**src/rtl/guess_scorer.sv**
```systemverilog
// -----------------------------------------------------------------------------
// guess_scorer
//
// Sequential Mastermind scoring engine. On an accepted start it latches the
// secret code and the committed guess. It then spends one cycle on exact
// matches and one cycle per guess position on partial matches. Each partial
// match consumes the lowest-index unused code position with the same colour.
// The result is published as counts and as four 2-bit peg codes
// (2 = exact, 1 = partial, 0 = none). The block also tracks the turn count and
// the sticky win/lose game-over state.
//
// Ports:
//   clk, rst          clock; synchronous active-high reset
//   start             pulse: score the current guess (ignored while busy,
//                     while game_over=1, or together with new_game)
//   new_game          pulse: abort any scoring and clear results and turns
//   code0..code3      secret code colours, positions 0..3 (3 bits each)
//   guess0..guess3    committed guess colours, positions 0..3 (3 bits each)
//   busy              high in every state except IDLE
//   done              one-cycle pulse when a new result is valid
//   exact, partial    match counts 0..4
//   peg0..peg3        peg codes
//   turn_count        guesses scored this game, saturating at MAX_TURNS
//   game_over, win    sticky end-of-game flag; win=1 means the code was found
// -----------------------------------------------------------------------------
module guess_scorer #(
    parameter int MAX_TURNS = 8
) (
    input  logic       clk,
    input  logic       rst,
    input  logic       start,
    input  logic       new_game,
    input  logic [2:0] code0,
    input  logic [2:0] code1,
    input  logic [2:0] code2,
    input  logic [2:0] code3,
    input  logic [2:0] guess0,
    input  logic [2:0] guess1,
    input  logic [2:0] guess2,
    input  logic [2:0] guess3,
    output logic       busy,
    output logic       done,
    output logic [2:0] exact,
    output logic [2:0] partial,
    output logic [1:0] peg0,
    output logic [1:0] peg1,
    output logic [1:0] peg2,
    output logic [1:0] peg3,
    output logic [3:0] turn_count,
    output logic       game_over,
    output logic       win
);

    localparam logic [2:0] S_IDLE  = 3'd0;
    localparam logic [2:0] S_EXACT = 3'd1;
    localparam logic [2:0] S_P0    = 3'd2;
    localparam logic [2:0] S_P1    = 3'd3;
    localparam logic [2:0] S_P2    = 3'd4;
    localparam logic [2:0] S_P3    = 3'd5;
    localparam logic [2:0] S_DONE  = 3'd6;

    localparam logic [3:0] TURN_LIMIT = 4'(MAX_TURNS);

    // Control and scoring datapath
    logic [2:0]      state_q,   state_d;
    logic [3:0][2:0] code_q,    code_d;
    logic [3:0][2:0] guess_q,   guess_d;
    logic [3:0]      xm_q,      xm_d;      // exact match per position
    logic [3:0]      used_q,    used_d;    // code position already consumed
    logic [2:0]      ex_cnt_q,  ex_cnt_d;  // working counts
    logic [2:0]      pa_cnt_q,  pa_cnt_d;

    // Published results
    logic [2:0]      exact_q,   exact_d;
    logic [2:0]      partial_q, partial_d;
    logic [3:0][1:0] pegs_q,    pegs_d;
    logic [3:0]      turn_q,    turn_d;
    logic            over_q,    over_d;
    logic            win_q,     win_d;
    logic            done_q,    done_d;

    // Partial-match search helpers
    logic [1:0]      k_pos;     // guess position examined in the current Pk
    logic            pm_found;
    logic [1:0]      pm_sel;
    logic [3:0]      turn_inc;
    logic [3:0]      peg_span;

    always_comb begin
        case (state_q)
            S_P1:    k_pos = 2'd1;
            S_P2:    k_pos = 2'd2;
            S_P3:    k_pos = 2'd3;
            default: k_pos = 2'd0;
        endcase
    end

    // Lowest unused code position whose colour equals guess[k_pos]. Scanning
    // downward lets the lowest index overwrite any higher hit.
    always_comb begin
        pm_found = 1'b0;
        pm_sel   = 2'd0;
        for (int j = 3; j >= 0; j--) begin
            if (!used_q[j] && (code_q[j] == guess_q[k_pos])) begin
                pm_found = 1'b1;
                pm_sel   = 2'(j);
            end
        end
    end

    always_comb begin
        // NOTE: every next-state variable gets its hold value first, so no path
        // through the case can leave one unassigned and infer a latch.
        state_d   = state_q;
        code_d    = code_q;
        guess_d   = guess_q;
        xm_d      = xm_q;
        used_d    = used_q;
        ex_cnt_d  = ex_cnt_q;
        pa_cnt_d  = pa_cnt_q;
        exact_d   = exact_q;
        partial_d = partial_q;
        pegs_d    = pegs_q;
        turn_d    = turn_q;
        over_d    = over_q;
        win_d     = win_q;
        done_d    = 1'b0;
        turn_inc  = (turn_q < TURN_LIMIT) ? turn_q + 4'd1 : turn_q;
        peg_span  = {1'b0, ex_cnt_q} + {1'b0, pa_cnt_q};

        case (state_q)
            S_IDLE: begin
                if (start && !over_q && !new_game) begin
                    code_d  = {code3, code2, code1, code0};
                    guess_d = {guess3, guess2, guess1, guess0};
                    state_d = S_EXACT;
                end
            end

            S_EXACT: begin
                for (int i = 0; i < 4; i++) begin
                    xm_d[i] = (code_q[i] == guess_q[i]);
                end
                used_d   = xm_d;
                ex_cnt_d = {2'b00, xm_d[0]} + {2'b00, xm_d[1]}
                         + {2'b00, xm_d[2]} + {2'b00, xm_d[3]};
                pa_cnt_d = 3'd0;
                state_d  = S_P0;
            end

            S_P0, S_P1, S_P2, S_P3: begin
                // A guess position that matched exactly is never a partial.
                if (!xm_q[k_pos] && pm_found) begin
                    pa_cnt_d       = pa_cnt_q + 3'd1;
                    used_d[pm_sel] = 1'b1;
                end
                state_d = (state_q == S_P3) ? S_DONE : state_q + 3'd1;
            end

            S_DONE: begin
                // Exact pegs first, then partial pegs, then blanks.
                for (int i = 0; i < 4; i++) begin
                    if (3'(i) < ex_cnt_q) begin
                        pegs_d[i] = 2'd2;
                    end else if (4'(i) < peg_span) begin
                        pegs_d[i] = 2'd1;
                    end else begin
                        pegs_d[i] = 2'd0;
                    end
                end
                exact_d   = ex_cnt_q;
                partial_d = pa_cnt_q;
                turn_d    = turn_inc;
                win_d     = (ex_cnt_q == 3'd4);
                over_d    = (ex_cnt_q == 3'd4) || (turn_inc == TURN_LIMIT);
                done_d    = 1'b1;
                state_d   = S_IDLE;
            end

            default: state_d = S_IDLE;
        endcase

        // new_game overrides everything, including a start in the same cycle
        // and a scoring run that would otherwise finish on this edge.
        if (new_game) begin
            state_d   = S_IDLE;
            exact_d   = 3'd0;
            partial_d = 3'd0;
            pegs_d    = '0;
            turn_d    = 4'd0;
            over_d    = 1'b0;
            win_d     = 1'b0;
            done_d    = 1'b0;
        end
    end

    always_ff @(posedge clk) begin
        if (rst) begin
            state_q   <= S_IDLE;
            // NOTE: the latched operands are reset too, even though they are
            // always rewritten before use; this keeps simulation X-free and
            // costs nothing at this size.
            code_q    <= '0;
            guess_q   <= '0;
            xm_q      <= '0;
            used_q    <= '0;
            ex_cnt_q  <= '0;
            pa_cnt_q  <= '0;
            exact_q   <= '0;
            partial_q <= '0;
            pegs_q    <= '0;
            turn_q    <= '0;
            over_q    <= 1'b0;
            win_q     <= 1'b0;
            done_q    <= 1'b0;
        end else begin
            // NOTE: non-blocking assignments so every register samples the
            // pre-edge value of every other register.
            state_q   <= state_d;
            code_q    <= code_d;
            guess_q   <= guess_d;
            xm_q      <= xm_d;
            used_q    <= used_d;
            ex_cnt_q  <= ex_cnt_d;
            pa_cnt_q  <= pa_cnt_d;
            exact_q   <= exact_d;
            partial_q <= partial_d;
            pegs_q    <= pegs_d;
            turn_q    <= turn_d;
            over_q    <= over_d;
            win_q     <= win_d;
            done_q    <= done_d;
        end
    end

    assign busy       = (state_q != S_IDLE);
    assign done       = done_q;
    assign exact      = exact_q;
    assign partial    = partial_q;
    assign peg0       = pegs_q[0];
    assign peg1       = pegs_q[1];
    assign peg2       = pegs_q[2];
    assign peg3       = pegs_q[3];
    assign turn_count = turn_q;
    assign game_over  = over_q;
    assign win        = win_q;

endmodule

```
**config.mk**
```make
export PLATFORM = sky130hd
export DESIGN_NAME = guess_scorer
export DESIGN_NICKNAME = d
export VERILOG_FILES = /design/src/rtl/guess_scorer.sv
export SDC_FILE = /design/constraint.sdc
export NUM_CORES = 1
export LEC_CHECK = 0
export CORE_ASPECT_RATIO = 0.9
export CORE_MARGIN = 10
export CORE_UTILIZATION = 30
export CTS_CLUSTER_DIAMETER = 150
export DETAILED_ROUTE_END_ITERATION = 7
export SETUP_SLACK_MARGIN = 0.3
export SYNTH_ARGS = -nofsm -noshare
export SYNTH_HDL_FRONTEND = slang
export SYNTH_SLANG_ARGS = --single-unit
```
**constraint.sdc**
```tcl
create_clock -name clk -period 3.3 [get_ports clk]
set_clock_uncertainty 0.1 [all_clocks]
set_input_delay 0.66 -clock clk [delete_from_list [all_inputs] [get_ports clk]]
set_output_delay 0.66 -clock clk [all_outputs]
set_load 0.03 [all_outputs]
```
## Word level (Yosys, flattened, before mapping)

Cells that the tools add are included.

| word-level totals | value |
|---|---|
| word-level logic and storage cells | 116 |
| register bits | 62 |
| input bits | 28 |
| output and inout bits | 22 |

| operators by class | value |
|---|---|
| add/sub/neg operators | 7 |
| multiplexer cells | 32 |
| magnitude comparators | 12 |
| equal/unequal tests | 18 |
| bitwise operators | 1 |
| reductions and logical operators | 23 |

Operator list:

| kind | count |
|---|---|
| 3-bit equality test | 8 |
| 2-bit two-way mux | 8 |
| 3-bit equality test, second input constant | 4 |
| 3-bit two-way mux | 4 |
| 1-bit two-way mux | 11 |
| 3-bit case mux with 3 select lines | 1 |
| 1-bit logical AND | 8 |
| 1-bit by 4-bit < comparator with 1-bit output, first input constant | 2 |
| 2-bit by 4-bit < comparator with 1-bit output, first input constant | 2 |
| 4-bit two-way mux | 2 |
| 4-bit case mux with 2 select lines | 1 |
| 1-bit zero test | 7 |
| 3-bit by 1-bit adder with 3-bit output, second input constant | 2 |
| 3-bit binary-select mux with 2-bit select | 1 |
| 3-bit by 2-bit equality test with 1-bit output, second input constant | 2 |
| 1-bit by 3-bit < comparator with 1-bit output, first input constant | 2 |
| 2-bit by 3-bit < comparator with 1-bit output, first input constant | 2 |
| 2-bit by 3-bit < comparator with 1-bit output, second input constant | 2 |
| 2-bit case mux with 3 select lines | 1 |
| 3-bit case mux with 2 select lines | 1 |
| 3-bit by 3-bit adder with 4-bit output | 1 |
| 4-bit by 1-bit adder with 4-bit output, second input constant | 1 |
| 4-bit equality test, second input constant | 1 |
| 4-bit < comparator, second input constant | 1 |
| other kinds (16) | 18 |

## Logic depth before layout (Yosys ltp)

Gate-level depths: netlist of the first run.

| depth | value |
|---|---|
| depth after elaboration | 17 |
| mapped depth | 9 |
| mapped depth without buffers | 9 |

## Worst setup path after synthesis of the first run

No wires, ideal clock.

| timing | value |
|---|---|
| path kind | register to register |
| start point | register state_q[1] |
| end point | register pa_cnt_q[2] |
| setup time | 0.087 ns |
| path buffers | 0 |
| cell stages (with the launch flop) | 10 |
| arrival time | 2.806 ns |
| setup slack | 0.308 ns |
| data required time | 3.113 ns |
| cells stage by stage | dfxtp_1 > inv_1 > ha_1 > mux2i_4 > mux4_2 > xor2_1 > nor4_2 > o41ai_2 > or3_1 > a221oi_2 |

| on the way | value |
|---|---|
| cells in the longest elaborated chain, start to end | 13 |
| elaborated cells on any way between the ends | 29 |
| classes of those cells | 10 x eq/ne; 10 x mux; 9 x reduce/logical |

RTL lines:

| what | line | RTL |
|---|---|---|
| start: declaration | 65 | `logic [2:0] state_q, state_d;` |
| start signal: assignment | 219 | `state_q <= state_d;` |
| 3-bit equality test or 3-bit by 2-bit equality test with 1-bit output (tied branches) | 90, 131 |  |
| 2-bit case mux with 3 select lines | 90 | `case (state_q)` |
| 3-bit binary-select mux with 2-bit select | 104 | `if (!used_q[j] && (code_q[j] == guess_q[k_pos])) begin` |
| 3-bit two-way mux (implied by the code) | 104 |  |
| 3-bit equality test | 104 |  |
| 1-bit logical AND | 104 |  |
| 1-bit two-way mux (4 in a row) | 104 |  |
| 1-bit logical AND | 153 | `if (!xm_q[k_pos] && pm_found) begin` |
| 2-bit inequality test (no line) | - |  |
| 2-bit AND reduction (no line) | - |  |
| end signal: assignment | 225 | `pa_cnt_q <= pa_cnt_d;` |
| end: declaration | 71 | `logic [2:0] pa_cnt_q, pa_cnt_d;` |

Parallel ways exist; a longest one is shown, timed or not. The select of a mux whose other input is x is not followed.
A chain may end at the register's enable or synchronous reset.

## Worst setup path after layout of the first run

Same ends and word-level chain as after synthesis.

==> results of run 1 <==
==> layout by cell type (no fill, tap or decap), types with 7 or more instances in the layout <==
cell,count
ha_1,11
nor3_1,10
clkdlybuf4s50_1,49
xor2_1,18
nand2_1,66
a21oi_1,42
buf_4,16
inv_1,15
mux2i_1,7
nor2_1,31
clkbuf_8,11
dfxtp_1,58
==> layout make-up <==
cell class / instances / area (sq um)
inverters: 16 / 62.6
clock buffers: 12 / 155
multi-input cells: 256 / 1740
well taps: 126 / 158
repair buffers: 65 / 611
clock inverters: 4 / 70.1
fillers: 956 / 5710
flip-flops and latches: 61 / 1230
==> cell usage after synthesis, drive strengths merged, types with 3 or more instances <==
library cell / n / area share [%]
a211oi: 5 / 1.2
a21oi: 43 / 7.1
a22oi: 3 / 0.74
clkbuf: 17 / 2.1
dfxtp: 61 / 40
ha: 13 / 5.4
inv: 16 / 2.0
mux2i: 8 / 3.1
mux4: 4 / 3.0
nand2: 66 / 8.2
nand2b: 3 / 0.62
nor2: 31 / 3.8
nor3: 10 / 1.7
nor3b: 3 / 0.74
nor4: 5 / 1.9
o21ai: 5 / 0.83
xnor2: 5 / 1.4
xor2: 21 / 6.1
==> logic make-up after synthesis <==
group                      after synthesis  synth area share [%]
and+or+nand+nor                        134                  20.6
AOI/OAI and AO/OA                       69                  14.1
DFF                                     61                  40.4
buffers and inverters                   35                  4.71
xor gates and xnor gates                26                  7.53
adders and majority gates               15                  6.70
muxes                                   12                  6.04
==> worst min path at each step <==
| stage | start | end | slack [ps] | depth (start not counted) |
|---|---|---|---|---|
| floorplan | used_q[3]$_SDFFE_PP0P_ | used_q[3]$_SDFFE_PP0P_ | 350 | 2 |
| global placement | exact[0]$_SDFFE_PP0P_ | exact[0]$_SDFFE_PP0P_ | 350 | 2 |
| detailed placement | peg0[0]$_SDFFE_PP0P_ | peg0[0]$_SDFFE_PP0P_ | 350 | 2 |
| CTS | partial[0]$_SDFFE_PP0P_ | partial[0]$_SDFFE_PP0P_ | 370 | 2 |
| global route | exact[0]$_SDFFE_PP0P_ | exact[0]$_SDFFE_PP0P_ | 380 | 2 |
| finish | partial[0]$_SDFFE_PP0P_ | partial[0]$_SDFFE_PP0P_ | 360 | 2 |
==> power by group through the flow <==
| stage | Clock, W | Sequential [W] | Combinational [W] |
|---|---|---|---|
| finish | 0.000758 | 0.000788 | 0.000268 |
| detailed placement | 0 | 0.000803 | 0.000244 |
| global route | 0.000804 | 0.000791 | 0.000303 |
| floorplan | 0 | 0.000794 | 0.000160 |
| CTS | 0.000768 | 0.000788 | 0.000264 |
| global placement | 0 | 0.000804 | 0.000238 |
==> metrics by stage <==
stage,total power (W),cells,setup slack [ps],util [%],hold slack (ps)
6_report,0.00181,540,204,41.3,358
3_3_place_gp,0.00104,515,161,37.4,346
2_1_floorplan,0.000954,352,308,-,353
3_5_place_dp,0.00105,515,17.8,37.4,355
5_1_grt,0.00190,540,116,41.3,385
4_1_cts,0.00182,535,300,40.5,365
==> flip-flops by register name (all words and copies together) (netlist names), 2 cells and up <==
register / flops
pa_cnt_q: 3
used_q: 4
peg0: 2
turn_count: 4
state_q: 3
exact: 3
guess_q: 12
code_q: 12
peg2: 2
ex_cnt_q: 3
partial: 3
peg1: 2
xm_q: 4
==> worst min-delay path, delay by kind of cell (launching register included) <==
| family | cells | cell delay [ps] |
|---|---|---|
| compound gates | 1 | 50 |
| simple gates | 1 | 50 |
| flops | 1 | 310 |
==> per-layer routing <==
metal | vias to the layer above | GRT usage (%) | share of wire [%] | routed length (um)
met5 | - | 0 | 0 | 0
met1 | 1211 | 13.1 | 45 | 3520
met3 | 14 | 2.76 | 4.3 | 332
met4 | 0 | 4.09 | 1.8 | 140
met2 | 55 | 17.4 | 48 | 3750
li1 | 1307 | - | - | -
==> repair_timing <==
| action | 4_1_cts | 5_1_grt |
|---|---|---|
| hold buffers | 0 | 0 |
| gates resized for setup | 8 | 11 |
| setup buffers | 4 | 5 |
| endpoints found under the setup margin | 7 | 7 |
| pin swaps | 5 | 7 |
==> flow_summary.json, run 1 <==
{
  "clkSinkCount": 61,
  "max_freq_mhz": 323,
  "power_frac_comb_pct": 14.8,
  "final_max_slew_viol_count": 0,
  "crit_start": "state_q[1]$_SDFFE_PP0P_",
  "drt_wl_total_um": 7740,
  "intPower_w": 0.00135,
  "worstSetupEndpointType": "flop",
  "cp_top_family": "multiplexers",
  "antennaDiodeCount": 0,
  "ys_types": 44,
  "worstPathArrival_ps": 3270,
  "netSwitchingPower_w": 0.000462,
  "hp-class": "flop to flop",
  "drt-pass1-iter-count": 4,
  "yosysSeqAreaShare_pct": 40.4,
  "drc_errors": 0,
  "cts_max_level": 3,
  "critPathMaxFanout": 7,
  "crit_cells": 11,
  "via_per_inst": 4.79,
  "synth-seq-cells": 61,
  "slowest_stage": "mux4_2",
  "ir_worst_vdd_v": 0.000181,
  "yosys_warnings": 0,
  "syn_to_final_growth_pct": 33.1,
  "grt_pass1_vias": 2515,
  "finalSetupViolCount": 0,
  "synth_ff_type": "dfxtp_1",
  "vias": 2587,
  "design.die.area_sq_mm": 0.0145,
  "grt_max_degree": 40,
  "path_class": "flop to flop",
  "grt_setup_unrepaired": "yes",
  "clock_power_share_pct": 41.8,
  "hold_viol": 0,
  "synth_area_sq_mm": 0.00303,
  "grt_pass1_wl_um": 12800,
  "ys_async_sr_fraction_pct": 0,
  "reg2regPathDepth": 11,
  "synth_nets": 395,
  "crit_buf_inv": 3,
  "worstMarginPinSlew_ps": 723,
  "slowest_delay_ps": 650,
  "io_pins": 50,
  "p_sw_share_pct": 25.5,
  "rrSetupSlack_ps": 200,
  "critPathRequiredTime_ps": 3470,
  "clkSlewWorstSetupHoldPaths_ps": 70,
  "place_area_sq_mm": 0.00364,
  "postSynthCellCount": 352,
  "die_x_um": 126,
  "drt_iter0_markers": 151,
  "initial_utilization_pct": 31.1,
  "ant_nets": 0,
  "overflow": 0,
  "dp_hpwl_um": 5540,
  "wl_per_cell_um": 14.3,
  "coreArea_sq_mm": 0.00974,
  "cpMostUsedCell": "buf_4",
  "timing.rr.start": "state_q[1]$_SDFFE_PP0P_",
  "powerDensity_mw_per_mm2": 450,
  "timing.final.crit_share_pct": 93.8,
  "finalInstanceArea_sq_mm": 0.00403,
  "numPortBuffers": 49,
  "synth_edf_count": 0,
  "r2r-end": "pa_cnt_q[2]$_SDFFE_PP0P_",
  "clk_latency_ps": 350,
  "cts_buffers": 9,
  "worstSetupEndpoint": "pa_cnt_q[2]$_SDFFE_PP0P_",
  "period_needed_ps": 3100,
  "avgSynthCellArea_sq_um": 8.59,
  "gp_congestion": 0.873,
  "cts_tree": "built",
  "antenna_found_initial": 0,
  "fin_tns_setup_ps": 0,
  "status": "finished clean",
  "fin_nets": 452,
  "rows": 34,
  "leakage_nw": 1.55,
  "startpoint_type": "flop",
  "clockBufferDepth": 2,
  "path_cells": "inv_4 > ha_4 > mux2i_4 > mux4_2 > xor2_2 > nor4_2 > buf_4 > o41ai_4 > buf_4 > or3_4 > a221oi_2",
  "maxCapViolCount": 0,
  "drive_gt1_share_pct": 14.0,
  "clock-root-buffer": "clkbuf_8",
  "sequentialPowerShare_pct": 43.5,
  "slew_headroom_pct": 51.7,
  "die_y_um": 115,
  "grtUsageTotal_pct": 10.6
}
(Power assumes the default switching activity.)
==> run 2, diff against run 1 <==
- DONT_BUFFER_PORTS: default -> 1
==> flow_summary.json, run 2 (synthesized netlist as in run 1, its figures left out) <==
{
  "max_freq_mhz": 336,
  "met2_length_um": 3680,
  "worstPathArrival_ps": 3130,
  "total_power_w": 0.00168,
  "numPortBuffers": 0,
  "fin_nets": 402,
  "clkSlewWorstSetupHoldPaths_ps": 60,
  "startpoint_type": "flop",
  "grt_pass1_wl_um": 12100,
  "rrSetupSlack_ps": 330,
  "place_area_sq_mm": 0.00315,
  "vias": 2407,
  "worstMarginPinSlew_ps": 703,
  "path_class": "flop to flop",
  "grt_pass1_vias": 2363,
  "timing.final.crit_share_pct": 90.1,
  "final_max_slew_viol_count": 0,
  "antennaDiodeCount": 0,
  "finalInstanceArea_sq_mm": 0.00352,
  "syn_to_final_growth_pct": 16.3,
  "dpl.cell_count": 465,
  "drt_iter0_markers": 180,
  "drt_wl_total_um": 7390,
  "timing.rr.start": "state_q[1]$_SDFFE_PP0P_",
  "slowest_stage": "mux4_2",
  "initial_utilization_pct": 31.1,
  "clkSinkCount": 61,
  "critPathRequiredTime_ps": 3460,
  "slew_headroom_pct": 53.1,
  "slowest_delay_ps": 630,
  "worstSetupEndpointType": "flop",
  "powerDensity_mw_per_mm2": 476,
  "drt-met1-wl_um": 3160,
  "antenna_found_initial": 0,
  "ir_worst_vdd_v": 0.000152,
  "final_util_pct": 36.1,
  "fin_tns_setup_ps": 0,
  "overflow": 0,
  "largestRegisters": "code_q x12, guess_q x12",
  "coreArea_sq_mm": 0.00974,
  "via_per_inst": 4.91,
  "leakage_nw": 1.35,
  "instances_no_fill": 490,
  "die_x_um": 126,
  "clk_latency_ps": 340,
  "io_pins": 50,
  "drt-pass1-iter-count": 4,
  "cts_tree": "built",
  "met3WireLength_um": 423,
  "hold_start": "rst",
  "grtUsageTotal_pct": 10.1,
  "hold_viol": 0,
  "gp_congestion": 0.878,
  "fillers": 948,
  "maxCapViolCount": 0,
  "cts_max_level": 3,
  "die_y_um": 115,
  "ant_nets": 0,
  "period_needed_ps": 2970,
  "clockBufferDepth": 2,
  "grt_max_degree": 41,
  "hold_path_end": "pa_cnt_q[2]$_SDFFE_PP0P_",
  "r2r-end": "pa_cnt_q[2]$_SDFFE_PP0P_",
  "cts_buffers": 9,
  "status": "finished clean",
  "finalSetupViolCount": 0,
  "path_cells": "inv_4 > ha_4 > mux2i_4 > mux4_2 > xor2_2 > nor4_4 > o41ai_4 > or3_1 > a221oi_2",
  "rows": 34,
  "clock-root-buffer": "clkbuf_8",
  "min_path_cells": 1,
  "top_layer": "met4",
  "hp-class": "primary input to flop",
  "design.die.area_sq_mm": 0.0145,
  "grt_setup_unrepaired": "yes",
  "critPathMaxFanout": 8,
  "reg2regPathDepth": 9,
  "final_cell_mix": "nand2_1 (66), dfxtp_1 (58), a21oi_1 (43)",
  "wl_per_cell_um": 15.1,
  "dp_hpwl_um": 5310,
  "drive_gt1_share_pct": 15.4,
  "layout_commonest_cell": "nand2_1",
  "drc_errors": 0
}
## run 2: critical path, delay by kind of cell (launching register included)
kind | cells | cell delay [ps]
AO/OA/AOI/OAI | 2 | 380
XOR/XNOR | 1 | 230
adder cells (fa/ha/maj) | 1 | 160
buffers and inverters | 1 | 50
flip-flops | 1 | 370
multiplexers | 2 | 830
AND/OR/NAND/NOR | 2 | 760
## run 2: metrics by stage
stage,hold slack (ps),worst slack [ps]
6_report,287,327
4_1_cts,265,319
2_1_floorplan,353,308
5_1_grt,270,211
3_3_place_gp,369,166
3_5_place_dp,375,19.6
## run 2: worst max path at each step
| stage | cells after the start | start | end | slack (ps) |
|---|---|---|---|---|
| 3_5_place_dp | 9 | state_q[1]$_SDFFE_PP0P_ | used_q[1]$_SDFFE_PP0P_ | 20 |
| 4_1_cts | 10 | state_q[1]$_SDFFE_PP0P_ | used_q[3]$_SDFFE_PP0P_ | 320 |
| 6_report | 9 | state_q[1]$_SDFFE_PP0P_ | pa_cnt_q[2]$_SDFFE_PP0P_ | 330 |
| 2_1_floorplan | 9 | state_q[1]$_SDFFE_PP0P_ | pa_cnt_q[2]$_SDFFE_PP0P_ | 310 |
| 3_3_place_gp | 9 | state_q[1]$_SDFFE_PP0P_ | pa_cnt_q[2]$_SDFFE_PP0P_ | 170 |
| 5_1_grt | 9 | state_q[1]$_SDFFE_PP0P_ | pa_cnt_q[2]$_SDFFE_PP0P_ | 210 |
## run 2: layer usage
layer / GRT usage [%] / vias to the layer above
met5: 0 / -
met4: 5.46 / 0
met3: 3.68 / 14
met2: 16.6 / 42
met1: 11.3 / 1145
li1: - / 1206
## run 2: what timing repair did
item                                    4_1_cts  5_1_grt
endpoints found under the setup margin        7        7
hold buffers                                  0        0
pin swaps                                     3        8
setup buffers                                 3        6
resized for setup                             8       13
## run 2: cell type report
class	count	area, sq um	area share (%)
clock inverter	4	47.5	1.35
tap	126	158	4.48
multi-input combinational	256	1760	50.1
sequential	61	1230	34.9
inverter	16	62.6	1.78
clock buffer	12	145	4.12
timing repair buffer	15	113	3.20
## run 2: report_power, final
part / internal (W) / switching [W]
clock: 0.000367 / 0.000285
sequential: 0.000759 / 0.0000302
combinational: 0.000106 / 0.000129
total: 0.00123 / 0.000444
==> run 3, diff against run 2 <==
- GPL_TIMING_DRIVEN: default -> 0
==> flow_summary.json, run 3 (synthesized netlist as in run 1, its figures left out) <==
{
  "status": "finished clean",
  "timing.final.crit_share_pct": 93.6,
  "slowest_stage": "mux4_2",
  "design.die.area_sq_mm": 0.0145,
  "drt_wl_total_um": 7620,
  "drive_gt1_share_pct": 15.0,
  "drt_iter0_markers": 128,
  "clkSinkCount": 61,
  "fin_nets": 418,
  "clock_power_share_pct": 35.4,
  "clockBufferDepth": 2,
  "startpoint_type": "flop",
  "worstMarginPinSlew_ps": 656,
  "max_freq_mhz": 324,
  "final_max_slew_viol_count": 0,
  "sequentialPowerShare_pct": 49.0,
  "min_path_cells": 2,
  "cts_max_level": 3,
  "layout_commonest_cell": "nand2_1",
  "drc_errors": 0,
  "ir_worst_vdd_v": 0.000165,
  "fillers": 968,
  "grt_max_degree": 11,
  "overflow": 0,
  "syn_to_final_growth_pct": 18.0,
  "coreArea_sq_mm": 0.00974,
  "place_ws_ps": -150,
  "cts_tree": "built",
  "finalInstanceArea_sq_mm": 0.00357,
  "worstSetupEndpointType": "flop",
  "period_needed_ps": 3090,
  "vias": 2503,
  "hold_start": "guess2[2]",
  "clock-root-buffer": "clkbuf_8",
  "hold_buffers": 0,
  "largestRegisters": "code_q x12, guess_q x12",
  "fin_ws_ps": 211,
  "initial_utilization_pct": 31.1,
  "hold_path_end": "guess_q[8]$_SDFFE_PP0P_",
  "grt_pass1_wl_um": 12600,
  "reg2regPathDepth": 8,
  "ant_nets": 0,
  "io_pins": 50,
  "grtUsageTotal_pct": 10.7,
  "hp-class": "primary input to flop",
  "place_area_sq_mm": 0.00318,
  "critPathMaxFanout": 7,
  "die_x_um": 126,
  "leakage_nw": 1.35,
  "antenna_found_initial": 0,
  "drt-pass1-iter-count": 4,
  "slowest_delay_ps": 670,
  "grt_pass1_vias": 2554,
  "antennaDiodeCount": 0,
  "timing.rr.start": "state_q[0]$_SDFFE_PP0P_",
  "netSwitchingPower_w": 0.000452,
  "via_per_inst": 4.96,
  "die_y_um": 115,
  "finalSetupViolCount": 0,
  "intPower_w": 0.00115,
  "clk_latency_ps": 340,
  "hold_viol": 0,
  "path_class": "flop to flop",
  "rrSetupSlack_ps": 210,
  "worstPathArrival_ps": 3240,
  "slew_headroom_pct": 56.3,
  "numPortBuffers": 0,
  "r2r-end": "pa_cnt_q[2]$_SDFFE_PP0P_",
  "clkSlewWorstSetupHoldPaths_ps": 70,
  "cts_buffers": 9,
  "wl_per_cell_um": 15.1,
  "p_sw_share_pct": 28.2,
  "critPathRequiredTime_ps": 3450,
  "rows": 34,
  "dp_hpwl_um": 5630,
  "gp_congestion": 0.876,
  "path_cells": "ha_2 > mux2i_4 > mux4_2 > xor2_2 > nor4_4 > o41ai_4 > or3_1 > a221oi_2",
  "power_frac_comb_pct": 15.6,
  "grt_setup_unrepaired": "yes",
  "final_util_pct": 36.6,
  "maxCapViolCount": 0,
  "final_cell_mix": "nand2_1 (66), dfxtp_1 (58), a21oi_1 (42)",
  "powerDensity_mw_per_mm2": 450
}
-- run 3: cell count changes in the layout (fill, tap and decap cells not counted), sizes merged --
cell / delta
bufinv: -1
buf: -1
clkinvlp: +1
clkbuf: +16
-- run 3: worst max path at each step --
stage,startpoint,end,slack (ps)
after floorplan,state_q[1]$_SDFFE_PP0P_,pa_cnt_q[2]$_SDFFE_PP0P_,310
after global placement,state_q[1]$_SDFFE_PP0P_,pa_cnt_q[2]$_SDFFE_PP0P_,-10
after detailed placement,state_q[1]$_SDFFE_PP0P_,pa_cnt_q[2]$_SDFFE_PP0P_,-150
after CTS,state_q[1]$_SDFFE_PP0P_,pa_cnt_q[2]$_SDFFE_PP0P_,240
after global routing,state_q[0]$_SDFFE_PP0P_,pa_cnt_q[2]$_SDFFE_PP0P_,90
final,state_q[0]$_SDFFE_PP0P_,pa_cnt_q[2]$_SDFFE_PP0P_,210
-- run 3: timing repair --
item / CTS / global route
gates resized for setup: 19 / 5
setup endpoints to repair: 7 / 7
pin swaps: 8 / 2
setup buffers: 12 / 0
-- run 3: routing by layer --
metal / track usage, % / wire length, um / up-vias
met4: 5.23 / 134 / 0
li1: - / - / 1235
met1: 11.9 / 3190 / 1197
met3: 3.22 / 405 / 14
met2: 18.4 / 3890 / 57
met5: 0 / 0 / -
-- run 3: critical path, delay by kind of cell (launching register included) --
kind | cells | cell delay [ps]
mux | 2 | 920
flops | 1 | 360
compound gates | 2 | 400
fa+ha+maj | 1 | 210
xor+xnor | 1 | 220
simple gates | 2 | 790
-- run 3: power groups by stage --
stage | registers (W) | logic, W | clock network [W]
after floorplan | 0.000794 | 0.000160 | 0
after global placement | 0.000802 | 0.000196 | 0
after detailed placement | 0.000801 | 0.000201 | 0
after CTS | 0.000788 | 0.000246 | 0.000578
after global routing | 0.000790 | 0.000282 | 0.000620
final | 0.000787 | 0.000251 | 0.000568
-- run 3: cell type report --
| cell class | count | area, sq um | share of cell area [%] |
|---|---|---|---|
| plain buffers | 19 | 82.6 | 2.31 |
| clock buffers | 11 | 141 | 3.96 |
| clock inverters | 4 | 25.0 | 0.701 |
| inverters | 16 | 60.1 | 1.68 |
| multi-input cells | 256 | 1780 | 49.8 |
| flip-flops and latches | 61 | 1230 | 34.5 |
| well taps | 126 | 158 | 4.42 |
| repair buffers | 12 | 93.8 | 2.63 |
-- run 3: stage by stage --
step           setup TNS (ps)  std cells  hold WS [ps]  power [W]
2_1_floorplan               0        352           353   0.000954
3_3_place_gp            -12.1        478           370   0.000998
3_5_place_dp             -732        478           372    0.00100
4_1_cts                     0        505           338    0.00161
5_1_grt                     0        505           344    0.00169
6_report                    0        505           343    0.00161
